## src/rtl/seg7_scan_driver_if.sv

```systemverilog
// seg7_scan_driver_if
//   Display-side bundle for seg7_scan_driver.
//   master: the producer of digits (calculator FSM or testbench).
//   slave : the scan driver.
//   Signals:
//     bcd_in[4*DIGITS]  packed BCD, digit i at [4i+3:4i], digit 0 is the LSD
//     dp_in[DIGITS]     decimal point request per digit, 1 = lit
//     load              one-cycle strobe, captures bcd_in/dp_in
//     blank_lz          leading-zero blanking enable
//     blink_en          whole-display blink enable
//     seg[7]            segments s0..s6, active-low
//     dp                decimal point, active-low
//     an[DIGITS]        digit enables, active-low
//     frame_tick        one-cycle pulse after the scan wraps to digit 0
interface seg7_scan_driver_if #(
  parameter int DIGITS = 4
);
  logic [4*DIGITS-1:0] bcd_in;
  logic [DIGITS-1:0]   dp_in;
  logic                load;
  logic                blank_lz;
  logic                blink_en;
  logic [6:0]          seg;
  logic                dp;
  logic [DIGITS-1:0]   an;
  logic                frame_tick;

  modport master (
    output bcd_in, dp_in, load, blank_lz, blink_en,
    input  seg, dp, an, frame_tick
  );

  modport slave (
    input  bcd_in, dp_in, load, blank_lz, blink_en,
    output seg, dp, an, frame_tick
  );
endinterface

```

## src/rtl/seg7_scan_driver.sv

```systemverilog
// seg7_scan_driver
//   Time-multiplexed driver for a DIGITS-wide common-anode 7-segment display.
//   A BCD/dp snapshot is captured on load; one digit is scanned per
//   CLK_DIV-cycle slot. Each digit is decoded in its own lane, with
//   leading-zero blanking, then the active lane is muxed to the pins.
//   Ports:
//     clk    system clock, rising edge
//     rst_n  asynchronous active-low reset
//     bus    seg7_scan_driver_if.slave (bcd_in, dp_in, load, blank_lz,
//            blink_en in; seg, dp, an, frame_tick out, all registered)

// Per-digit decoder: BCD -> active-low segments, seg[0] = s0.
module seg7_digit_lane (
  input  logic [3:0] bcd,
  input  logic       blank,
  output logic [6:0] seg
);
  always_comb begin
    seg = 7'h7F;
    case (bcd)
      4'd0: seg = 7'b0001000;
      4'd1: seg = 7'b1101101;
      4'd2: seg = 7'b0100010;
      4'd3: seg = 7'b0100100;
      4'd4: seg = 7'b1000101;
      4'd5: seg = 7'b0010100;
      4'd6: seg = 7'b0010000;
      4'd7: seg = 7'b0101101;
      4'd8: seg = 7'b0000000;
      4'd9: seg = 7'b0000100;
      default: seg = 7'h7F;
    endcase
    if (blank) seg = 7'h7F;
  end
endmodule

module seg7_scan_driver #(
  parameter int DIGITS       = 4,
  parameter int CLK_DIV      = 1000,
  parameter int BLINK_FRAMES = 64
) (
  input logic             clk,
  input logic             rst_n,
  seg7_scan_driver_if.slave bus
);
  localparam int PW = (CLK_DIV > 1)      ? $clog2(CLK_DIV)      : 1;
  localparam int IW = (DIGITS > 1)       ? $clog2(DIGITS)       : 1;
  localparam int BW = (BLINK_FRAMES > 1) ? $clog2(BLINK_FRAMES) : 1;

  logic [DIGITS-1:0][3:0] snap_bcd;
  logic [DIGITS-1:0]      snap_dp;
  logic [PW-1:0]          pre;
  logic [IW-1:0]          idx;
  logic [BW-1:0]          bcnt;
  logic                   phase;
  logic                   wrap_q;   // scan wrapped on the previous edge

  logic pre_last, idx_last, wrap;
  assign pre_last = (pre == PW'(CLK_DIV - 1));
  assign idx_last = (idx == IW'(DIGITS - 1));
  assign wrap     = pre_last && idx_last;

  // zero_hi[i]: every snapshot digit from DIGITS-1 down to i is zero.
  logic [DIGITS:1]        zero_hi;
  logic [DIGITS-1:0][6:0] lane_seg;

  assign zero_hi[DIGITS] = 1'b1;

  for (genvar gi = 0; gi < DIGITS; gi++) begin : g_lane
    logic lz_blank;
    if (gi == 0) begin : g_lsd
      // The least significant digit always shows, so 0 reads as "0".
      assign lz_blank = 1'b0;
    end else begin : g_upper
      assign zero_hi[gi] = zero_hi[gi+1] && (snap_bcd[gi] == 4'd0);
      assign lz_blank    = bus.blank_lz && zero_hi[gi];
    end
    seg7_digit_lane u_lane (
      .bcd   (snap_bcd[gi]),
      .blank (lz_blank),
      .seg   (lane_seg[gi])
    );
  end

  // Anodes stay off on a slot's first cycle (segments settle) and during
  // the blink-off phase; blink_en is used live so dropping it takes effect
  // on the very next output update.
  logic              an_off;
  logic [DIGITS-1:0] an_scan;
  assign an_off  = (pre == '0) || (bus.blink_en && phase);
  assign an_scan = ~(DIGITS'(1) << idx);

  always_ff @(posedge clk or negedge rst_n) begin
    if (!rst_n) begin
      snap_bcd       <= {DIGITS{4'hF}};
      snap_dp        <= '0;
      pre            <= '0;
      idx            <= '0;
      bcnt           <= '0;
      phase          <= 1'b0;
      wrap_q         <= 1'b0;
      bus.seg        <= 7'h7F;
      bus.dp         <= 1'b1;
      bus.an         <= '1;
      bus.frame_tick <= 1'b0;
    end else begin
      if (bus.load) begin
        snap_bcd <= bus.bcd_in;
        snap_dp  <= bus.dp_in;
      end

      pre <= pre_last ? '0 : pre + PW'(1);
      if (pre_last) idx <= idx_last ? '0 : idx + IW'(1);
      wrap_q <= wrap;

      if (!bus.blink_en) begin
        bcnt  <= '0;
        phase <= 1'b0;
      end else if (wrap) begin
        if (bcnt == BW'(BLINK_FRAMES - 1)) begin
          bcnt  <= '0;
          phase <= ~phase;
        end else begin
          bcnt <= bcnt + BW'(1);
        end
      end

      // Outputs reflect the state as it was before this edge.
      bus.seg        <= lane_seg[idx];
      bus.dp         <= ~snap_dp[idx];
      bus.an         <= an_off ? '1 : an_scan;
      bus.frame_tick <= wrap_q;
    end
  end
endmodule

```

## src/flat_wrapper.sv

```systemverilog
// flat-port wrapper written by rule: the top's interface ports become plain ports
module seg7_scan_driver_flat 
#(
  parameter int DIGITS       = 4,
  parameter int CLK_DIV      = 1000,
  parameter int BLINK_FRAMES = 64
)
  (clk, rst_n, bus_bcd_in, bus_dp_in, bus_load, bus_blank_lz, bus_blink_en, bus_seg, bus_dp, bus_an, bus_frame_tick);
  seg7_scan_driver_if #(.DIGITS(DIGITS)) bus_i ();
  input logic clk;
  input logic rst_n;
  input wire logic [$bits(bus_i.bcd_in)-1:0] bus_bcd_in;
  input wire logic [$bits(bus_i.dp_in)-1:0] bus_dp_in;
  input wire logic [$bits(bus_i.load)-1:0] bus_load;
  input wire logic [$bits(bus_i.blank_lz)-1:0] bus_blank_lz;
  input wire logic [$bits(bus_i.blink_en)-1:0] bus_blink_en;
  output wire logic [$bits(bus_i.seg)-1:0] bus_seg;
  output wire logic [$bits(bus_i.dp)-1:0] bus_dp;
  output wire logic [$bits(bus_i.an)-1:0] bus_an;
  output wire logic [$bits(bus_i.frame_tick)-1:0] bus_frame_tick;
  assign bus_i.bcd_in = bus_bcd_in;
  assign bus_i.dp_in = bus_dp_in;
  assign bus_i.load = bus_load;
  assign bus_i.blank_lz = bus_blank_lz;
  assign bus_i.blink_en = bus_blink_en;
  assign bus_seg = bus_i.seg;
  assign bus_dp = bus_i.dp;
  assign bus_an = bus_i.an;
  assign bus_frame_tick = bus_i.frame_tick;
  seg7_scan_driver #(.DIGITS(DIGITS), .CLK_DIV(CLK_DIV), .BLINK_FRAMES(BLINK_FRAMES)) u_core (.clk(clk), .rst_n(rst_n), .bus(bus_i));
endmodule
```

## config.mk

```make
export PLATFORM = sky130hd
export DESIGN_NAME = seg7_scan_driver_flat
export DESIGN_NICKNAME = d
export VERILOG_FILES = /design/src/rtl/seg7_scan_driver_if.sv /design/src/rtl/seg7_scan_driver.sv /design/src/flat_wrapper.sv
export SDC_FILE = /design/constraint.sdc
export NUM_CORES = 1
export LEC_CHECK = 0
export CAP_MARGIN = 20
export CORE_ASPECT_RATIO = 0.7
export CORE_MARGIN = 2
export CORE_UTILIZATION = 29
export DETAILED_ROUTE_END_ITERATION = 16
export GPL_ROUTABILITY_DRIVEN = 0
export PLACE_DENSITY = 0.51
export SLEW_MARGIN = 20
export SYNTH_ARGS = -nofsm -noshare
export SYNTH_HDL_FRONTEND = slang
export SYNTH_SLANG_ARGS = --single-unit
```

## constraint.sdc

```tcl
create_clock -name clk -period 5.5 [get_ports clk]
set_clock_uncertainty 0.2 [all_clocks]
set_input_delay 0.55 -clock clk [delete_from_list [all_inputs] [get_ports clk]]
set_output_delay 0.55 -clock clk [all_outputs]
set_load 0.05 [all_outputs]
```

==> impl_metrics.env <==
export IMPL_synth_most_common_cell="nand2_1"
export IMPL_setup_violations=0
export IMPL_drt_iter0_drc=166
export IMPL_min_period_ns=2.38
export IMPL_path_clk_slew_ns=0.07
export IMPL_clock_path_buffers=2
export IMPL_rsz0062_at_grt="no"
export IMPL_p_seq_frac=0.435
export IMPL_placement_io_buffers=37
export IMPL_power_mw=1.05
export IMPL_ys_async_sr_fraction=1.00
export IMPL_grt_pass1_wl_um=12100
export IMPL_drc_errors=0
export IMPL_antenna_found_initial=0
export IMPL_cp_start_kind="flip-flop"
export IMPL_synth_area_leader_cell="dfstp_2"
export IMPL_grt_overflow_total=0
export IMPL_synthToLayoutAreaGrowth_pct=21.7
export IMPL_routed_wl_um=7180
export IMPL_r2r_setup_slack_ns=3.16
export IMPL_synthTopCellsByCount="nand2_1, dfstp_2, ha_1"
export IMPL_critPathArrivalTime_ns=1.63
export IMPL_synth_edff_count=0
export IMPL_post_cts_buffers=0
export IMPL_fin_area_um2=3830
export IMPL_final_antenna_net_count=0
export IMPL_power_density_nw_per_um2=274
export IMPL_insertion_delay_ns=0.29
export IMPL_ys_flop_type="dfstp_2"
export IMPL_track_usage=0.130
export IMPL_switching_share=0.266
export IMPL_p_sw_mw=0.278
export IMPL_place_hpwl_um=5280
export IMPL_die_area_um2=11700
export IMPL_min_path_type="flip-flop to flip-flop"
export IMPL_synthCells=318
export IMPL_synth_top_cells_by_area="dfstp_2, dfrtp_1, ha_1, nand2_1, a21oi_1"
export IMPL_hold_viol=0
export IMPL_ys_warn_count=0
export IMPL_max_stage_delay_ns=0.81
export IMPL_synth_distinct_cells=51
export IMPL_crit_required_ns=4.75
export IMPL_crit_slowest_cell="clkdlybuf4s50_1"
export IMPL_p_comb_frac=0.177
export IMPL_die_y_um=91.1
export IMPL_tns_ns=0
export IMPL_cp_max_fo=1
export IMPL_cts_hold_buf=0
export IMPL_fmax_mhz=420
export IMPL_synth_seq_cells=53
export IMPL_slew_violations=0
export IMPL_critPathBufInv=1
export IMPL_p_leak_nw=1.60
export IMPL_path_delay_family="buffers and inverters"
export IMPL_root_buffer="clkbuf_16"
export IMPL_relSlewSlack=0.547
export IMPL_initial_core_util=0.301
export IMPL_rows=31
export IMPL_diodes=0
export IMPL_wl_per_cell_um=14.8
export IMPL_tightestPinTransition_ns=0.680
export IMPL_crit_type="flip-flop to output port"
export IMPL_internal_power_mw=0.769
export IMPL_max_cap_violations=0
export IMPL_die_width_um=128
export IMPL_cts_made_buffers=5
export IMPL_status="finished clean"
export IMPL_vias=2326
export IMPL_dr_pass1_iters=4
export IMPL_drive_above_1_share=0.167
export IMPL_h_tree_depth=2
export IMPL_fin_nets=404
export IMPL_power_share_clock=0.389
export IMPL_netlist_area_um2=3150
export IMPL_clock_sinks=53
export IMPL_routed_via_density=4.80
export IMPL_fp_coreArea_um2=10400
export IMPL_finalCritPeriodShare=0.433
export IMPL_dpl_cell_area_um2=3640
export IMPL_grt_max_degree=54
export IMPL_cts_tree="built"
export IMPL_syn_area_per_cell_um2=9.89
export IMPL_ctsResizeCount=0
export IMPL_cp_cell_sequence="clkdlybuf4s50_1"
export IMPL_ios=38
export IMPL_end_kind="output port"
export IMPL_syn_nets=370
export IMPL_synth_top_area_share=0.234
export IMPL_grt_pass1_vias=2276
export IMPL_vdd_drop_max_v=0.000122
export IMPL_yosysSeqAreaShare=0.433
[cell families (layout without fill, tap and decap cells)]
kind of cell,Yosys count,in the layout,share of synthesized area
AND/OR/NAND/NOR,106,106,0.183
flip-flops,53,53,0.433
adder cells (fa/ha/maj),27,27,0.107
AO/OA/AOI/OAI,81,81,0.167
XOR/XNOR,6,6,0.0167
buffers and inverters,32,67,0.0406
multiplexers,13,13,0.0525
[metal layers]
layer  vias up  wire [µm]  global-route usage  part of all wire
met5         -          0                   0                 0
met4         0         78              0.0330             0.011
met3         7        331              0.0253             0.046
met2        58       2630               0.162              0.37
met1      1084       4140               0.219              0.58
li1       1177          -                   -                 -
[sequential cells by signal, indices dropped and copies added (netlist names), 2 cells and up]
name             count
u_core.snap_bcd     16
u_core.pre          10
u_core.bus.seg       7
u_core.bcnt          6
u_core.bus.an        4
u_core.snap_dp       4
u_core.idx           2
[final timing paths]
check | from | to | cells past startpoint
setup / recovery | u_core.bus.seg[1]$_DFF_PN1_ | bus_seg[1] | 1
hold / removal | u_core.wrap_q$_DFF_PN0_ | u_core.bus.frame_tick$_DFF_PN0_ | 0
setup reg to reg | u_core.idx[0]$_DFFE_PN0N_ | u_core.phase$_DFFE_PN0P_ | 4
hold reg to reg | u_core.wrap_q$_DFF_PN0_ | u_core.bus.frame_tick$_DFF_PN0_ | 0
max in group asynchronous | rst_n | u_core.wrap_q$_DFF_PN0_ | 2
min in group asynchronous | rst_n | u_core.snap_dp[2]$_DFFE_PN0P_ | 2
[per-stage QoR]
step           cells  setup slack (ns)   util  hold WS [ns]
2_1_floorplan    318              3.54      -        0.0544
3_3_place_gp     477              3.22  0.349         0.138
3_5_place_dp     477              3.15  0.349         0.141
4_1_cts          485              3.10  0.367         0.158
5_1_grt          485              2.94  0.367         0.171
6_report         485              3.12  0.367         0.151
[power groups by stage]
stage          Combinational (mW)  Sequential (mW)  Clock, mW
3_3_place_gp                0.185            0.463          0
5_1_grt                     0.204            0.461      0.436
6_report                    0.185            0.455      0.407
2_1_floorplan              0.0925            0.483          0
4_1_cts                     0.186            0.455      0.424
3_5_place_dp                0.185            0.462          0
[layout make-up]
type	instances	area, µm²
Clock buffer	5	125
Clock inverter	3	65.1
Fill cell	1047	6610
Inverter	20	75.1
Multi-Input combinational cell	233	1660
Sequential cell	53	1360
Tap cell	132	165
Timing Repair Buffer	39	380
[cell usage in the layout, fill, tap and decap left out, types with 2 or more instances in the layout]
cell             instances
bufinv_16                2
clkbuf_16                5
nor2b_1                  7
xnor2_1                  4
buf_4                    2
mux2i_1                  3
and2_1                   2
a21boi_1                 2
o21ai_0                 25
o221ai_1                 2
nand3_1                 10
dfstp_2                 28
dfrtp_1                 25
a211oi_1                 2
o32ai_1                  5
a21o_1                   3
a31oi_1                  2
inv_1                   20
ha_1                    27
a21oi_1                 25
nor2_1                  13
nor3_1                   2
xor2_1                   2
and3_1                   7
mux2_2                   8
nand2_1                 36
or3b_4                   2
nand2b_1                15
mux4_2                   2
clkdlybuf4s50_1         36
o211ai_1                 2
o21ai_1                  2
or2_2                    2
o31ai_1                  3
Note: power is estimated with default switching activity, not from simulation.
==> variant (config.mk and constraints unchanged) <==
`CLK_DIV` is set to 1000 in 2 places; all go to 500.
--- a/src/rtl/seg7_scan_driver.sv
+++ b/src/rtl/seg7_scan_driver.sv
@@ -38,3 +38,3 @@
   parameter int DIGITS       = 4,
-  parameter int CLK_DIV      = 1000,
+  parameter int CLK_DIV      = 500,
   parameter int BLINK_FRAMES = 64
--- a/src/flat_wrapper.sv
+++ b/src/flat_wrapper.sv
@@ -4,3 +4,3 @@
   parameter int DIGITS       = 4,
-  parameter int CLK_DIV      = 1000,
+  parameter int CLK_DIV      = 500,
   parameter int BLINK_FRAMES = 64
Function: same outputs for any inputs over 10 cycles, from zero or initial values and one cycle with rst_n low; that may be too few to reach the edited logic, so the function may still have changed.
==> variant against the original RTL <==
Cell area rose by 0.75%. Wire length rose by 0.32%. Global-route usage fell by 0.29 points. Largest power group unchanged. First-iteration DRC count fell by 18%. Setup slack improved by 0.0021 ns. Synthesized area rose by 2.0%. Highest routed layer unchanged. Power fell by 3.8%. Fmax barely moved. Critical endpoint is now bus_seg[3]. Sequential cell count fell by 1.
==> variant: results (changes against the original RTL) <==
* Status: finished clean
* Final nets at 398 (-1.5%)
* Hold Buf Count CTS at 0 (unchanged)
* Min-Delay Path Class: flop to flop
* Worst Path Arrival at 1.63 ns (about the same)
* Crit path max-delay family: buffers and inverters
* Leak Pwr at 0.00154 uW (-4.0%)
* Largest net degree at the start of global routing at 53 (-1.9%)
* Clock Power at 366 uW (-10%)
* Register area share after synthesis at 0.416 (-0.0164)
* CP max-delay cell: clkdlybuf4s50_1
* Hold path start: u_core.wrap_q
* Initial antenna violation count at 0 (unchanged)
* Reg power frac at 0.447 (+0.012)
* Routed WL at 7200 um (+0.32%)
* CTS max path bufs at 2 (unchanged)
* Worst r2r dst: u_core.bcnt[0]
* RR Startpoint: u_core.idx[0]
* Hold Path Stages at 0 (unchanged)
* CP startpoint: u_core.bus.seg[3]
* Number of port buffers at 37 (unchanged)
* Htree depth at 2 (unchanged)
* Xor/xnor share of the synthesized area at 0.0109 (-0.00579)
* Number of buffers created by CTS at 5 (unchanged)
* Syn Nets at 370 (unchanged)
* Top FF cell, synth: dfstp_2
* DRT iter0 DRCs at 136 (-18%)
* Post-Place Cells at 492 (+3.1%)
* Main area contributors after synthesis: dfstp_2, dfrtp_1, ha_1
* Slew margin rel. at 0.550 (+0.00274)
* Total Routing Usage GR at 0.127 (-0.00294)
* Most common library cells after synthesis: o21ai_0, dfstp_2, ha_1, nand2_1
* Worst setup path end: bus_seg[3]
* Worst-path fanout max at 1 (unchanged)
* Fillers at 1,132 (+8.1%)
* Clock Tree Root: clkbuf_16
* Int Pwr at 722 uW (-6.0%)
* Post-synthesis mux area share at 0.0593 (+0.00675)
* Ys Warns at 0 (unchanged)
* Drt first pass iters at 4 (unchanged)
* Biggest registers after layout: u_core.snap_bcd (16), u_core.pre (9), u_core.bus.seg (7)
* R2R Setup Slk at 3.31 ns (+0.15 ns)
* Design Power at 1010 uW (-3.8%)
* Post-synthesis compound-gate area fraction at 0.181 (+0.0138)
* Mapped Avg Cell Area at 10.1 sq um (+2.0%)
* Maximum VDD drop at 107 uV (-13%)
* Post-CTS Setup Repair Bufs at 0 (unchanged)
* First-pass GRT wire length at 11,900 um (-1.8%)
* Synth Area in Adders at 0.105 (-0.00214)
* Max incr delay on CP at 0.80 ns
* Unique masters post-synth at 58 (+14%)
* Vias in the first global route at 2,208 (-3.0%)
* Non-filler cells in the finished layout at 500 (+3.1%)
* FFs w/ async S/R, synth at 1.00 (unchanged)
* Share of layout cells above drive strength 1 at 0.190 (+0.0231)
* Hpwl dp at 5260 um (-0.34%)
* Worst Reg2Reg Path Length in Cells at 4 (unchanged)
* Vias at 2,366 (+1.7%)
==> variant: changes by cell type after synthesis, sizes merged, moves of 4 or more <==
cell	change
mux2	+4
and3	-4
nand2	-9
o21ai	+5
==> variant: routing by layer <==
layer | track usage | wire length (um) | part of all wire
met1 | 0.203 | 3990 | 0.55
met2 | 0.168 | 2800 | 0.39
met3 | 0.0315 | 341 | 0.047
met4 | 0.0314 | 71 | 0.0099
met5 | 0 | 0 | 0
==> variant: per-stage QoR <==
stage,instance area [sq um],hold WS (ns),setup WS (ns)
2_1_floorplan,3210,0.0544,3.59
3_3_place_gp,3690,0.139,3.20
3_5_place_dp,3690,0.142,3.20
4_1_cts,3860,0.160,3.10
5_1_grt,3860,0.180,3.09
6_report,3860,0.155,3.12
==> variant: area by class of cell <==
cell class                      instances  area share
Multi-Input combinational cell        229       0.442
Sequential cell                        52       0.346
Timing Repair Buffer                   39      0.0986
Tap cell                              153      0.0496
Clock buffer                            5      0.0324
Inverter                               19      0.0185
Clock inverter                          3      0.0120
